===== src/rtl/mem_access_sequencer_if.sv =====
// Request/strobe/RAM handshake bundle between main control, datapath and the
// memory access sequencer.
interface mem_access_sequencer_if;
  logic       req;
  logic [1:0] req_kind;
  logic [5:0] req_op3;
  logic       MFC;
  logic       MSET;
  logic       busy;
  logic       addr_phase;
  logic       data_phase;
  logic       MAR_Enable;
  logic       MDR_Enable;
  logic       MDR_Mux_select;
  logic       TEMP_Enable;
  logic       IR_Enable;
  logic       RAM_enable;
  logic [5:0] RAM_OpCode;
  logic       done;
  logic       mem_trap;
  logic [2:0] tt;

  modport master (
    input  req, req_kind, req_op3, MFC, MSET,
    output busy, addr_phase, data_phase, MAR_Enable, MDR_Enable, MDR_Mux_select,
           TEMP_Enable, IR_Enable, RAM_enable, RAM_OpCode, done, mem_trap, tt
  );

  modport slave (
    output req, req_kind, req_op3, MFC, MSET,
    input  busy, addr_phase, data_phase, MAR_Enable, MDR_Enable, MDR_Mux_select,
           TEMP_Enable, IR_Enable, RAM_enable, RAM_OpCode, done, mem_trap, tt
  );
endinterface


===== src/rtl/mem_access_sequencer.sv =====
// Sequences fetch/load/store memory accesses and reports done or a trap code.
// Define MEM_TIMEOUT_EN to add the MFC wait counter and the timeout trap (tt=010).
module mem_access_sequencer #(
  parameter int unsigned TIMEOUT_CYCLES = 15,
  parameter logic [5:0]  FETCH_OP3      = 6'b000000
) (
  input logic                    Clk,
  input logic                    Clr,
  mem_access_sequencer_if.master bus
);

  typedef enum logic [2:0] {
    S_IDLE, S_ADDR, S_DATA, S_ACCESS, S_CAPTURE, S_FINISH, S_TRAP
  } state_t;

  typedef enum logic [1:0] {
    K_FETCH = 2'b00, K_LOAD = 2'b01, K_STORE = 2'b10, K_NONE = 2'b11
  } kind_t;

  if (TIMEOUT_CYCLES < 1 || TIMEOUT_CYCLES > 255) begin : g_bad_timeout
    $error("TIMEOUT_CYCLES must be in 1..255");
  end

  state_t     state_q, state_d;
  kind_t      kind_q, kind_d;
  logic [5:0] op3_q, op3_d;
  logic [2:0] tt_q, tt_d;

`ifdef MEM_TIMEOUT_EN
  localparam logic [7:0] TimeoutLimit = 8'(TIMEOUT_CYCLES);
  logic [7:0] cnt_q, cnt_d;
`endif

  always_comb begin
    state_d = state_q;
    kind_d  = kind_q;
    op3_d   = op3_q;
    tt_d    = tt_q;
`ifdef MEM_TIMEOUT_EN
    cnt_d   = cnt_q;
`endif
    unique case (state_q)
      S_IDLE: begin
        if (bus.req && kind_t'(bus.req_kind) != K_NONE) begin
          kind_d  = kind_t'(bus.req_kind);
          op3_d   = (kind_t'(bus.req_kind) == K_FETCH) ? FETCH_OP3 : bus.req_op3;
          state_d = S_ADDR;
        end
      end
      S_ADDR: begin
        state_d = (kind_q == K_STORE) ? S_DATA : S_ACCESS;
`ifdef MEM_TIMEOUT_EN
        cnt_d   = '0;
`endif
      end
      S_DATA: begin
        state_d = S_ACCESS;
`ifdef MEM_TIMEOUT_EN
        cnt_d   = '0;
`endif
      end
      S_ACCESS: begin
        // MFC is checked first so it beats a timeout landing on the same cycle.
        if (bus.MFC) begin
          if (bus.MSET) begin
            tt_d    = 3'b001;
            state_d = S_TRAP;
          end else begin
            state_d = S_CAPTURE;
          end
        end
`ifdef MEM_TIMEOUT_EN
        else begin
          cnt_d = cnt_q + 8'd1;
          if (cnt_d == TimeoutLimit) begin
            tt_d    = 3'b010;
            state_d = S_TRAP;
          end
        end
`endif
      end
      S_CAPTURE: state_d = S_FINISH;
      S_FINISH:  state_d = S_IDLE;
      S_TRAP:    state_d = S_IDLE;
      default:   state_d = S_IDLE;
    endcase
  end

  always_ff @(posedge Clk) begin
    if (Clr) begin
      state_q <= S_IDLE;
      kind_q  <= K_FETCH;
      op3_q   <= '0;
      tt_q    <= '0;
`ifdef MEM_TIMEOUT_EN
      cnt_q   <= '0;
`endif
    end else begin
      state_q <= state_d;
      kind_q  <= kind_d;
      op3_q   <= op3_d;
      tt_q    <= tt_d;
`ifdef MEM_TIMEOUT_EN
      cnt_q   <= cnt_d;
`endif
    end
  end

  always_comb begin
    bus.busy           = (state_q != S_IDLE);
    bus.addr_phase     = 1'b0;
    bus.data_phase     = 1'b0;
    bus.MAR_Enable     = 1'b0;
    bus.MDR_Enable     = 1'b0;
    bus.MDR_Mux_select = 1'b0;
    bus.TEMP_Enable    = 1'b0;
    bus.IR_Enable      = 1'b0;
    bus.RAM_enable     = 1'b0;
    bus.RAM_OpCode     = '0;
    bus.done           = 1'b0;
    bus.mem_trap       = 1'b0;
    bus.tt             = tt_q;
    unique case (state_q)
      S_ADDR: begin
        bus.addr_phase = 1'b1;
        bus.MAR_Enable = 1'b1;
      end
      S_DATA: begin
        bus.data_phase = 1'b1;
        bus.MDR_Enable = 1'b1;
      end
      S_ACCESS: begin
        bus.RAM_enable = 1'b1;
        bus.RAM_OpCode = op3_q;
      end
      S_CAPTURE: begin
        // RAM stays enabled so RAM_Out is still valid while it is captured.
        bus.RAM_enable = 1'b1;
        if (kind_q == K_FETCH) begin
          bus.IR_Enable = 1'b1;
        end else if (kind_q == K_LOAD) begin
          bus.MDR_Enable     = 1'b1;
          bus.MDR_Mux_select = 1'b1;
          bus.TEMP_Enable    = 1'b1;
        end
      end
      S_FINISH: bus.done     = 1'b1;
      S_TRAP:   bus.mem_trap = 1'b1;
      default: ;
    endcase
  end

endmodule


===== src/flat_wrapper.sv =====
// flat-port wrapper written by rule: the top's interface ports become plain ports
module mem_access_sequencer_flat 
#(
  parameter int unsigned TIMEOUT_CYCLES = 15,
  parameter logic [5:0]  FETCH_OP3      = 6'b000000
)
  (Clk, Clr, bus_req, bus_req_kind, bus_req_op3, bus_MFC, bus_MSET, bus_busy, bus_addr_phase, bus_data_phase, bus_MAR_Enable, bus_MDR_Enable, bus_MDR_Mux_select, bus_TEMP_Enable, bus_IR_Enable, bus_RAM_enable, bus_RAM_OpCode, bus_done, bus_mem_trap, bus_tt);
  mem_access_sequencer_if bus_i ();
  input logic Clk;
  input logic Clr;
  input wire logic [$bits(bus_i.req)-1:0] bus_req;
  input wire logic [$bits(bus_i.req_kind)-1:0] bus_req_kind;
  input wire logic [$bits(bus_i.req_op3)-1:0] bus_req_op3;
  input wire logic [$bits(bus_i.MFC)-1:0] bus_MFC;
  input wire logic [$bits(bus_i.MSET)-1:0] bus_MSET;
  output wire logic [$bits(bus_i.busy)-1:0] bus_busy;
  output wire logic [$bits(bus_i.addr_phase)-1:0] bus_addr_phase;
  output wire logic [$bits(bus_i.data_phase)-1:0] bus_data_phase;
  output wire logic [$bits(bus_i.MAR_Enable)-1:0] bus_MAR_Enable;
  output wire logic [$bits(bus_i.MDR_Enable)-1:0] bus_MDR_Enable;
  output wire logic [$bits(bus_i.MDR_Mux_select)-1:0] bus_MDR_Mux_select;
  output wire logic [$bits(bus_i.TEMP_Enable)-1:0] bus_TEMP_Enable;
  output wire logic [$bits(bus_i.IR_Enable)-1:0] bus_IR_Enable;
  output wire logic [$bits(bus_i.RAM_enable)-1:0] bus_RAM_enable;
  output wire logic [$bits(bus_i.RAM_OpCode)-1:0] bus_RAM_OpCode;
  output wire logic [$bits(bus_i.done)-1:0] bus_done;
  output wire logic [$bits(bus_i.mem_trap)-1:0] bus_mem_trap;
  output wire logic [$bits(bus_i.tt)-1:0] bus_tt;
  assign bus_i.req = bus_req;
  assign bus_i.req_kind = bus_req_kind;
  assign bus_i.req_op3 = bus_req_op3;
  assign bus_i.MFC = bus_MFC;
  assign bus_i.MSET = bus_MSET;
  assign bus_busy = bus_i.busy;
  assign bus_addr_phase = bus_i.addr_phase;
  assign bus_data_phase = bus_i.data_phase;
  assign bus_MAR_Enable = bus_i.MAR_Enable;
  assign bus_MDR_Enable = bus_i.MDR_Enable;
  assign bus_MDR_Mux_select = bus_i.MDR_Mux_select;
  assign bus_TEMP_Enable = bus_i.TEMP_Enable;
  assign bus_IR_Enable = bus_i.IR_Enable;
  assign bus_RAM_enable = bus_i.RAM_enable;
  assign bus_RAM_OpCode = bus_i.RAM_OpCode;
  assign bus_done = bus_i.done;
  assign bus_mem_trap = bus_i.mem_trap;
  assign bus_tt = bus_i.tt;
  mem_access_sequencer #(.TIMEOUT_CYCLES(TIMEOUT_CYCLES), .FETCH_OP3(FETCH_OP3)) u_core (.Clk(Clk), .Clr(Clr), .bus(bus_i));
endmodule

===== config.mk =====
export PLATFORM = sky130hd
export DESIGN_NAME = mem_access_sequencer_flat
export DESIGN_NICKNAME = d
export VERILOG_FILES = /design/src/rtl/mem_access_sequencer_if.sv /design/src/rtl/mem_access_sequencer.sv /design/src/flat_wrapper.sv
export SDC_FILE = /design/constraint.sdc
export NUM_CORES = 1
export LEC_CHECK = 0
export ABC_AREA = 1
export CELL_PAD_IN_SITES_DETAIL_PLACEMENT = 1
export CELL_PAD_IN_SITES_GLOBAL_PLACEMENT = 2
export CORE_MARGIN = 3
export CORE_UTILIZATION = 26
export CTS_CLUSTER_DIAMETER = 200
export DETAILED_ROUTE_END_ITERATION = 7
export DONT_BUFFER_PORTS = 1
export PLACE_DENSITY_LB_ADDON = 0.15
export SETUP_SLACK_MARGIN = 0.05
export SLEW_MARGIN = 10
export SYNTH_ARGS = -nofsm -noshare
export SYNTH_HDL_FRONTEND = slang
export SYNTH_SLANG_ARGS = --single-unit

===== constraint.sdc =====
create_clock -name Clk -period 1.1 [get_ports Clk]
set_input_delay 0.22 -clock Clk [delete_from_list [all_inputs] [get_ports Clk]]
set_output_delay 0.22 -clock Clk [all_outputs]
set_load 0.02 [all_outputs]

Word level (Yosys, flattened, before mapping)

Cells that the tools add are included.
Widths: inputs -> output; s select.

Register bits after elaboration: 12
Bits of input ports: 13
Word-level logic and storage cells: 42
Output and inout bits: 20

Reduce and logical (&&, ||, !) cells: 9
Eq/ne operators: 11
Muxes and demuxes: 18

Operators with widths:

| cell               | count |
|---|---|
| $pmux 3 s5         | 1 |
| $mux 6             | 2 |
| $mux 1             | 11 |
| $eq 3x3->1 const B | 3 |
| $eq 3x2->1 const B | 2 |
| $mux 3             | 2 |
| $logic_not 2->1    | 2 |
| $ne 2x2->1 const B | 2 |
| $reduce_and 2->1   | 2 |
| $eq 3x1->1 const B | 1 |
| $logic_not 3->1    | 1 |
| $reduce_and 3->1   | 1 |
| $reduce_bool 3->1  | 1 |
| $eq 2x1->1 const B | 1 |
| $eq 2x2->1 const B | 1 |
| $mux 2             | 1 |
| $ne 2x1->1 const B | 1 |
| $pmux 1 s2         | 1 |
| $reduce_or 2->1    | 1 |
| $logic_and 1x1->1  | 1 |

Depth between registers and ports, before layout

Gate-level depths: netlist (run 1).

Depth after elaboration: 4
Gate-level depth with buffers: 7
Gate-level depth less buffers: 7

Worst setup path after synthesis (run 1)

Ideal clock, no wire load.

Path type: reg2out
From: register u_core.state_q[0]
To: output bus_TEMP_Enable
Slack: -0.297 ns
Arrival: 1.177 ns
Path buffers: 1
Data required time: 0.880 ns
Stages on the path, launching flop included: 5
Path through: dfxtp_1 > nor2_4 > nand3_1 > nor2_1 > buf_4

Cells in the longest elaborated chain, start to end: 2

RTL lines:

| what                   | line                       | text |
|---|---|---|
| from (decl)            | mem_access_sequencer.sv:24 | `state_t state_q, state_d;` |
| from (signal assigned) | mem_access_sequencer.sv:99 | `state_q <= state_d;` |
| $eq 3x3->1             | -                          |  |
| $mux 1                 | -                          |  |
| to (decl)              | flat_wrapper.sv:22         | `output wire logic [$bits(bus_i.TEMP_Enable)-1:0] bus_TEMP_Enable;` |

No other way between the ends.

Final worst setup path (run 1)

From: register u_core.state_q[1]
To: output bus_TEMP_Enable

Same word-level chain as after synthesis.

==> results of run 1 <==
==> stage by stage <==
step	setup slack [ps]	hold WS, ps
6_report	-318	76.0
5_1_grt	-380	72.6
4_1_cts	-310	72.1
3_5_place_dp	-43.9	290
3_3_place_gp	-18.8	288
2_1_floorplan	-78.1	289
==> worst paths after layout <==
| check | from | to | slack, ps | cells past startpoint |
|---|---|---|---|---|
| max | u_core.state_q[1]$_SDFFE_PP0P_ | bus_TEMP_Enable | -320 | 3 |
| min | bus_req_kind[1] | u_core.kind_q[1]$_SDFFE_PP0P_ | 80 | 2 |
| max reg2reg | u_core.state_q[1]$_SDFFE_PP0P_ | u_core.op3_q[1]$_SDFFE_PP0P_ | -290 | 8 |
| min reg2reg | u_core.kind_q[1]$_SDFFE_PP0P_ | u_core.kind_q[1]$_SDFFE_PP0P_ | 470 | 2 |
==> flip-flops by register name (all words and copies together) (netlist names) <==
name            count
u_core.bus.tt       1
u_core.kind_q       2
u_core.op3_q        6
u_core.state_q      3
==> cell usage after synthesis <==
master / number / share of area
a21oi_1: 9 / 0.066
a31oi_1: 1 / 0.0091
buf_1: 1 / 0.0055
buf_4: 4 / 0.044
clkbuf_1: 1 / 0.0055
conb_1: 1 / 0.0055
dfxtp_1: 12 / 0.35
inv_1: 14 / 0.077
inv_2: 2 / 0.011
inv_4: 1 / 0.0091
nand2_1: 14 / 0.077
nand2_2: 2 / 0.018
nand2_4: 2 / 0.033
nand3_1: 13 / 0.095
nor2_1: 17 / 0.093
nor2_4: 2 / 0.033
nor2_8: 1 / 0.029
nor3_1: 2 / 0.015
o21ai_0: 2 / 0.015
or2_2: 1 / 0.0091
==> layer usage <==
layer  global-route usage  vias to the layer above  part of all wire  wire, um
met3               0.0498                        6             0.065       140
met1                0.173                      334              0.40       866
met2                0.210                       24              0.51      1100
li1                     -                      348                 -         -
met4               0.0397                        0             0.019        40
met5                    0                        -                 0         0
==> cells by family after synthesis <==
logic type             Yosys count
AOI/OAI and AO/OA               12
other                            1
DFF                             12
buffers and inverters           23
and+or+nand+nor                 54
==> power by group <==
part	internal [W]	switching [W]	total [W]	leakage, nW
sequential	0.000468	0.0000462	0.000514	0.100
combinational	0.000277	0.000357	0.000634	0.350
clock	0.000202	0.000169	0.000371	0.0210
==> area by class of cell <==
class | instances | area [um2] | share of cell area
Inverter | 17 | 100 | 0.0818
Multi-Input combinational cell | 69 | 616 | 0.503
Sequential cell | 12 | 251 | 0.206
Timing Repair Buffer | 17 | 185 | 0.151
Tap cell | 28 | 35.0 | 0.0286
Clock buffer | 4 | 36.3 | 0.0297
==> what timing repair did <==
| item | in CTS | in global routing |
|---|---|---|
| setup endpoints to repair | 28 | 29 |
| gates cloned | 1 | 0 |
| hold endpoints to repair | 12 | 0 |
| buffers inserted | 1 | 8 |
| resized for setup | 14 | 44 |
| pin swaps | 5 | 14 |
| hold buffers | 1 | 0 |
==> key figures, run 1 <==
Drt
  – Initial DRC Count: 3
  – Detailed Routing Iterations Pass 1: 2
  – ANT nets after route: 0
  – Vias per inst: slightly below 5
  – Avg WL per Cell: between 10 and 15 um
  – DRC: 0
  – Routed WL: around 2.1 mm
  – Via count: 712

Logic synthesis
  – Xor and xnor area share after synthesis: 0
  – Distinct cells, synth: 20
  – Combinational family with the most area after synthesis: simple AND/OR/NAND/NOR gates
  – Compound-Gate Fraction of Synth Area: 0.0896
  – Post-Syn Instances: 102
  – Mux cell area share after synthesis: 0
  – Post-Syn Area: roughly 680 um2
  – Sequential fraction of the synthesis area: 0.351
  – #FFs+latches synth: 12
  – Syn avg cell area: approximately 6.7 um2
  – Yosys warnings: 0
  – Simple-Gate Fraction of Synth Area: 0.402
  – Synth Area in Adders: 0

Floorplanning
  – Core Footprint: 2360 um2
  – Rows: 17
  – Die area: roughly 3300 um2
  – Die height: about 57 um
  – Die width: about 57 um
  – Initial core utilization: 0.290
  – Top-Level Pins: 33

Clocking
  – CTS Buf Count: 3
  – H-tree Lvls: 1
  – CTS root buf: clkbuf_4
  – Clk pin slew, worst setup/hold paths: around 80 ps
  – Clock Latency Late Sink: ~280 ps
  – CTS tree: yes
  – Clock sinks: 12
  – CTS Buffer Depth: 2

Layout
  – Post-route cell area: roughly 1200 um2
  – Filler cells: roughly 270
  – Layout overhead on the synthesized area: 78.8%
  – Most common cell after layout, fill and taps aside: inv_1
  – Final Util: 0.518
  – Non-Filler Instances: 147
  – Share of layout cells above drive strength 1: 0.605
  – Ant diodes: 0
  – Final nets: roughly 130
  – Leading cell types in the layout, fill and taps excluded: inv_1, nor2_4, nor2_1, dfxtp_1

Power and ir drop
  – Leak Pwr: roughly 0.47 nW
  – PD cells: between 1000 and 1500 nW/um2
  – Power, Total: around 0.0015 W
  – Worst vdd ir: a little over 0.6 mV

Timing
  – Unrepaired setup endpoints after global routing: yes
  – Pin slew with the least headroom to its limit: 581 ps
  – Setup Skew: 2.77 ps
  – Final hold violation count: 0
  – Fin. max-slew vios: 0
  – Fmax: between 700 and 800 MHz
  – Max-slew headroom: 0.611
  – Setup WS post-layout: -318 ps
  – Setup TNS Final: -7240 ps
  – Fin crit share: 1.29
  – Final setup fails: 28
  – Minimum clock period: roughly 1400 ps

Critical path
  – Delay-heaviest family, CP: simple AND/OR/NAND/NOR gates
  – Crit-path slowest cell: dfxtp_4
  – CP endpoint kind: output pin
  – CP max FO: 5
  – Max stage delay on crit path: roughly 380 ps
  – Req. time, crit path: around 900 ps
  – Crit path launch type: flop
  – Crit-path cells: nor2_4 > nand3_4 > nor2_4
  – Crit path DAT: approximately 1200 ps
  – Cell mode on critical path: nor2_4
  – Buf/Inv on CP: 0
  – Kind of critical path: reg2out

Hold path
  – Type of the tightest min-delay check: in2reg

Global route
  – Vias in the first global route: slightly below 700
  – Gr usage total: 0.135
  – Total congestion overflow: 0
  – Pin count of the biggest net entering global routing: 13
  – First-pass GRT wire length: between 3 and 4 mm
  – Initial antenna violation count: 0

Flow run
  – Max-cap violations: 0

Outcome
  – Failing checks: setup timing
  – Status: finished with violations

Place
  – Placed Instances: ~130
  – Routability cong.: about 0.72
  – Post-place instance area: ~830 um2
  – Number of port buffers: 0
  – Post-DP HPWL: about 1.5 mm
Power figures use the tool's default switching activity.
==> inputs of run 2 (changes only) <==
- CORE_UTILIZATION: 26 -> 29
- MAX_ROUTING_LAYER: default -> met4
- TNS_END_PERCENT: default -> 100
- clock period: 1.1 -> 1.4 ns (I/O delays scaled with it)
==> key figures, run 2 (synthesis results as in run 1) <==
Flow run
  – Max-cap violations: 0

Power and ir drop
  – Register share of total power: 0.452
  – P_sw: between 0.0003 and 0.0004 W
  – Leak Pwr: a little under 0.4 nW
  – Clk network pwr share: 0.244
  – PD cells: ~940 nW/um2
  – Worst vdd ir: approximately 0.66 mV
  – Sw frac: 0.367
  – Comb power frac: 0.304
  – Pint: around 0.00056 W

Drt
  – Detailed Routing Iterations Pass 1: 4
  – Via count: just under 700
  – Avg WL per Cell: approximately 13 um
  – Routed WL: 1.87 mm
  – Met2 Wirelength: between 800 and 900 um
  – ANT nets after route: 0
  – Top routing layer used: met4
  – Routed wl met3: ~150 um
  – Met1 WL: roughly 830 um
  – Initial DRC Count: 2
  – Vias per inst: around 4.7
  – DRC: 0

Layout
  – Final nets: around 130
  – Top reg by flops: u_core.op3_q
  – Most common cell after layout, fill and taps aside: nand2_1
  – Post-route cell area: between 900 and 1000 um2
  – Leading cell types in the layout, fill and taps excluded: nand2_1, inv_1, nand3_1
  – Share of layout cells above drive strength 1: 0.388
  – Ant diodes: 0
  – Top Registers: u_core.op3_q: 6 flops, u_core.state_q: 3 flops, u_core.kind_q: 2 flops
  – Layout overhead on the synthesized area: 36.4%
  – Max FFs per register: 6

Critical path
  – Kind of critical path: reg2out
  – Crit path DAT: approximately 1200 ps
  – Reg2Reg Depth: 7
  – CP max FO: 7
  – Max stage delay on crit path: 400 ps
  – Crit-path slowest cell: dfxtp_4
  – CP endpoint kind: output pin
  – Crit-path cells: nand2_4 > nor2_4 > inv_4 > nor2_2 > buf_6
  – Crit path launch type: flop
  – Req. time, crit path: 1120 ps

Floorplanning
  – Core Footprint: 2100 um2
  – Die width: 54.6 um
  – Rows: 16
  – Top-Level Pins: 33
  – Die area: 2980 um2
  – Die height: roughly 55 um
  – Initial core utilization: 0.326

Timing
  – Final setup fails: 11
  – Setup WS post-layout: -42.6 ps
  – Minimum clock period: 1440 ps
  – Fin. max-slew vios: 0
  – Unrepaired setup endpoints after global routing: yes
  – Hold Slack: approximately 61 ps
  – Final hold violation count: 0
  – Fin crit share: 1.03
  – Fmax: ~700 MHz
  – Setup Skew: approximately 12 ps

Clocking
  – H-tree Lvls: 1
  – CTS Hold Bufs: 0
  – Clk pin slew, worst setup/hold paths: about 80 ps
  – Clock sinks: 12
  – CTS tree: yes
  – CTS root buf: clkbuf_4
  – CTS Buffer Depth: 2
  – Clock Latency Late Sink: roughly 270 ps
  – CTS Buf Count: 3

Global route
  – First-pass GRT wire length: 3.09 mm
  – Gr usage total: 0.154
  – Pin count of the biggest net entering global routing: 13
  – Total congestion overflow: 0
  – Initial antenna violation count: 0
  – Vias in the first global route: slightly below 700

Place
  – Post-DP HPWL: between 1 and 1.5 mm
  – Post-place instance area: slightly below 800 um2
  – Post-Place Worst Slack: 71.2 ps
  – Routability cong.: around 0.8
  – Number of port buffers: 0

Hold path
  – Worst hold stages: 1
  – Type of the tightest min-delay check: in2reg

Outcome
  – Failing checks: setup timing
  – Status: finished with violations
-- run 2: per-stage QoR --
stage               utilization  std cells  power [W]  TNS [ps]
floorplan                     -        103   0.000591         0
global placement          0.376        136   0.000616         0
detailed placement        0.376        136   0.000620         0
CTS                       0.428        143   0.000881      -417
global route              0.444        143   0.000935     -1250
finish                    0.444        143   0.000878      -223
-- run 2: power groups by stage --
stage	combinational (W)	sequential (W)	clock [W]
final	0.000267	0.000397	0.000214
after global routing	0.000297	0.000402	0.000236
after CTS	0.000259	0.000397	0.000225
after detailed placement	0.000218	0.000402	0
after global placement	0.000216	0.000400	0
after floorplan	0.000195	0.000396	0
-- run 2: area by class of cell --
type                    instances  area (um2)
fillers                       270        1170
multi-input cells              68         400
flip-flops and latches         12         251
repair buffers                 16         151
inverters                      17        73.8
well taps                      27        33.8
clock buffers                   3        22.5
-- run 2: worst paths after layout --
| path | startpoint | end | slack (ps) |
|---|---|---|---|
| setup / recovery | u_core.state_q[1]$_SDFFE_PP0P_ | bus_RAM_OpCode[3] | -40 |
| hold / removal | Clr | u_core.op3_q[4]$_SDFFE_PP0P_ | 60 |
| hold reg to reg | u_core.op3_q[3]$_SDFFE_PP0P_ | u_core.op3_q[3]$_SDFFE_PP0P_ | 460 |
| setup reg to reg | u_core.state_q[0]$_SDFFE_PP0P_ | u_core.op3_q[0]$_SDFFE_PP0P_ | 160 |
-- run 2: timing repair --
item | CTS | global route
endpoints found under the setup margin | 16 | 16
resized for setup | 19 | 10
pin swaps | 3 | 4
setup buffers | 4 | 0
-- run 2: worst max-delay path: cells and delay by family, from the launching register on --
family / cells / cell delay, ps
flip-flops: 1 / 400
buffers and inverters: 2 / 210
AND/OR/NAND/NOR: 3 / 280
-- run 2: routing by layer --
metal / up-vias / global-route usage
met3: 2 / 0.0518
met5: - / -
met4: 0 / 0.0622
li1: 338 / -
met2: 22 / 0.215
met1: 313 / 0.201
==> inputs of run 3 (changes only) <==
- CELL_PAD_IN_SITES_DETAIL_PLACEMENT: 1 -> 2
==> key figures, run 3 (synthesis results as in run 1) <==
Outcome
  – Status: finished with violations
  – Failing checks: setup timing

Floorplanning
  – Initial core utilization: 0.326
  – Die height: about 55 um
  – Core Footprint: about 2100 um2
  – Die width: roughly 55 um
  – Rows: 16
  – Die area: about 3000 um2
  – Top-Level Pins: 33

Hold path
  – Type of the tightest min-delay check: in2reg
  – Worst hold stages: 1
  – Hold Startpoint: Clr
  – Hold path endpoint: u_core.op3_q[1]$_SDFFE_PP0P_

Drt
  – DRC: 0
  – Vias per inst: a little over 5
  – Avg WL per Cell: ~18 um
  – Initial DRC Count: 12
  – Via count: roughly 740
  – ANT nets after route: 0
  – Detailed Routing Iterations Pass 1: 4
  – Routed WL: between 2 and 3 mm

Power and ir drop
  – Leak Pwr: about 0.41 nW
  – Clk network pwr share: 0.237
  – Worst vdd ir: 0.598 mV
  – PD cells: about 950 nW/um2
  – P_sw: roughly 0.00039 W
  – Comb power frac: 0.354
  – Pint: between 0.0005 and 0.0006 W
  – Register share of total power: 0.409
  – Sw frac: 0.403

Timing
  – Final hold violation count: 0
  – Fin crit share: 1.06
  – Hold Slack: ~43 ps
  – Setup Skew: between 10 and 15 ps
  – Fmax: 672 MHz
  – Setup WS post-layout: -87.8 ps
  – Final setup fails: 14
  – Unrepaired setup endpoints after global routing: yes
  – Minimum clock period: between 1000 and 1500 ps
  – Fin. max-slew vios: 0

Global route
  – Pin count of the biggest net entering global routing: 13
  – Total congestion overflow: 0
  – First-pass GRT wire length: 3.79 mm
  – Vias in the first global route: 768
  – Gr usage total: 0.190
  – Initial antenna violation count: 0

Critical path
  – FF-to-FF setup slack: approximately 60 ps
  – Crit path launch type: flop
  – Reg2Reg Depth: 8
  – RR Endpoint: u_core.state_q[0]$_SDFFE_PP0P_
  – R2R Path Start: u_core.state_q[0]$_SDFFE_PP0P_
  – Kind of critical path: reg2out
  – CP endpoint kind: output pin
  – Req. time, crit path: 1120 ps
  – CP max FO: 6
  – Crit path DAT: between 1000 and 1500 ps

Clocking
  – CTS tree: yes
  – CTS Buf Count: 3
  – Clock sinks: 12
  – Clk pin slew, worst setup/hold paths: roughly 80 ps
  – H-tree Lvls: 1
  – CTS Hold Bufs: 0
  – Clock Latency Late Sink: between 200 and 300 ps
  – CTS root buf: clkbuf_4
  – CTS Buffer Depth: 2

Layout
  – Share of layout cells above drive strength 1: 0.471
  – Layout overhead on the synthesized area: 50.5%
  – Ant diodes: 0
  – Leading cell types in the layout, fill and taps excluded: inv_1, nand2_1, nor2_1, buf_4, dfxtp_1
  – Final Util: 0.490
  – Final nets: between 100 and 150
  – Top reg by flops: u_core.op3_q
  – Max FFs per register: 6
  – Top Registers: u_core.op3_q: 6 flops, u_core.state_q: 3 flops, u_core.kind_q: 2 flops

Place
  – Routability cong.: about 0.8
  – Number of port buffers: 0
  – Post-DP HPWL: between 1.5 and 2 mm

Flow run
  – Max-cap violations: 0
run 3: cell types whose count changed in the layout (fill, tap and decap cells not counted), sizes merged:
cell  change
nor2      +1
buf       +2
run 3: critical path, stage by stage, from the launching register on:
cell	delay (ps)
dfxtp_4	380
nor2_4	160
nand3_4	120
o21ai_2	120
buf_4	150
run 3: cell type report:
cell class / instances / area (um2)
well taps: 27 / 33.8
inverters: 17 / 81.3
flip-flops and latches: 12 / 251
multi-input cells: 69 / 458
clock buffers: 3 / 22.5
fillers: 236 / 1070
repair buffers: 18 / 183
run 3: worst max path at each step:
stage                                    from                 end  slack [ps]  cells past startpoint
5_1_grt        u_core.state_q[0]$_SDFFE_PP0P_   bus_RAM_OpCode[1]        -160                      5
3_3_place_gp   u_core.state_q[0]$_SDFFE_PP0P_      bus_MDR_Enable         120                      4
2_1_floorplan  u_core.state_q[0]$_SDFFE_PP0P_     bus_TEMP_Enable          40                      4
4_1_cts        u_core.state_q[1]$_SDFFE_PP0P_  bus_MDR_Mux_select         -70                      4
6_report       u_core.state_q[0]$_SDFFE_PP0P_      bus_MDR_Enable         -90                      4
3_5_place_dp   u_core.state_q[0]$_SDFFE_PP0P_  bus_MDR_Mux_select          70                      4
run 3: metal layers:
layer,wire [um],GRT usage,up-vias
li1,-,-,354
met1,1100,0.252,348
met2,1380,0.274,32
met3,147,0.0409,7
met4,72,0.0871,0
met5,0,-,-
run 3: stage by stage:
stage          instance area, um2  TNS, ps  setup slack [ps]  std cells  power [W]
2_1_floorplan                 691        0              44.2        103   0.000591
3_3_place_gp                  790        0               125        136   0.000616
3_5_place_dp                  790        0              65.9        136   0.000629
4_1_cts                       930     -627             -67.3        144   0.000898
5_1_grt                      1030    -1790              -159        146    0.00103
6_report                     1030     -734             -87.8        146   0.000975
run 3: power groups by stage:
stage / Combinational (W) / Sequential [W] / Clock [W]
3_3_place_gp: 0.000216 / 0.000400 / 0
5_1_grt: 0.000376 / 0.000404 / 0.000247
6_report: 0.000345 / 0.000399 / 0.000231
3_5_place_dp: 0.000226 / 0.000403 / 0
2_1_floorplan: 0.000195 / 0.000396 / 0
4_1_cts: 0.000268 / 0.000394 / 0.000235
run 3: repair_timing:
action	4_1_cts	5_1_grt
endpoints found under the hold margin	0	0
buffers inserted	5	1
gates cloned	0	1
setup endpoints to repair	16	22
gates resized for setup	23	20
pin swaps	4	6
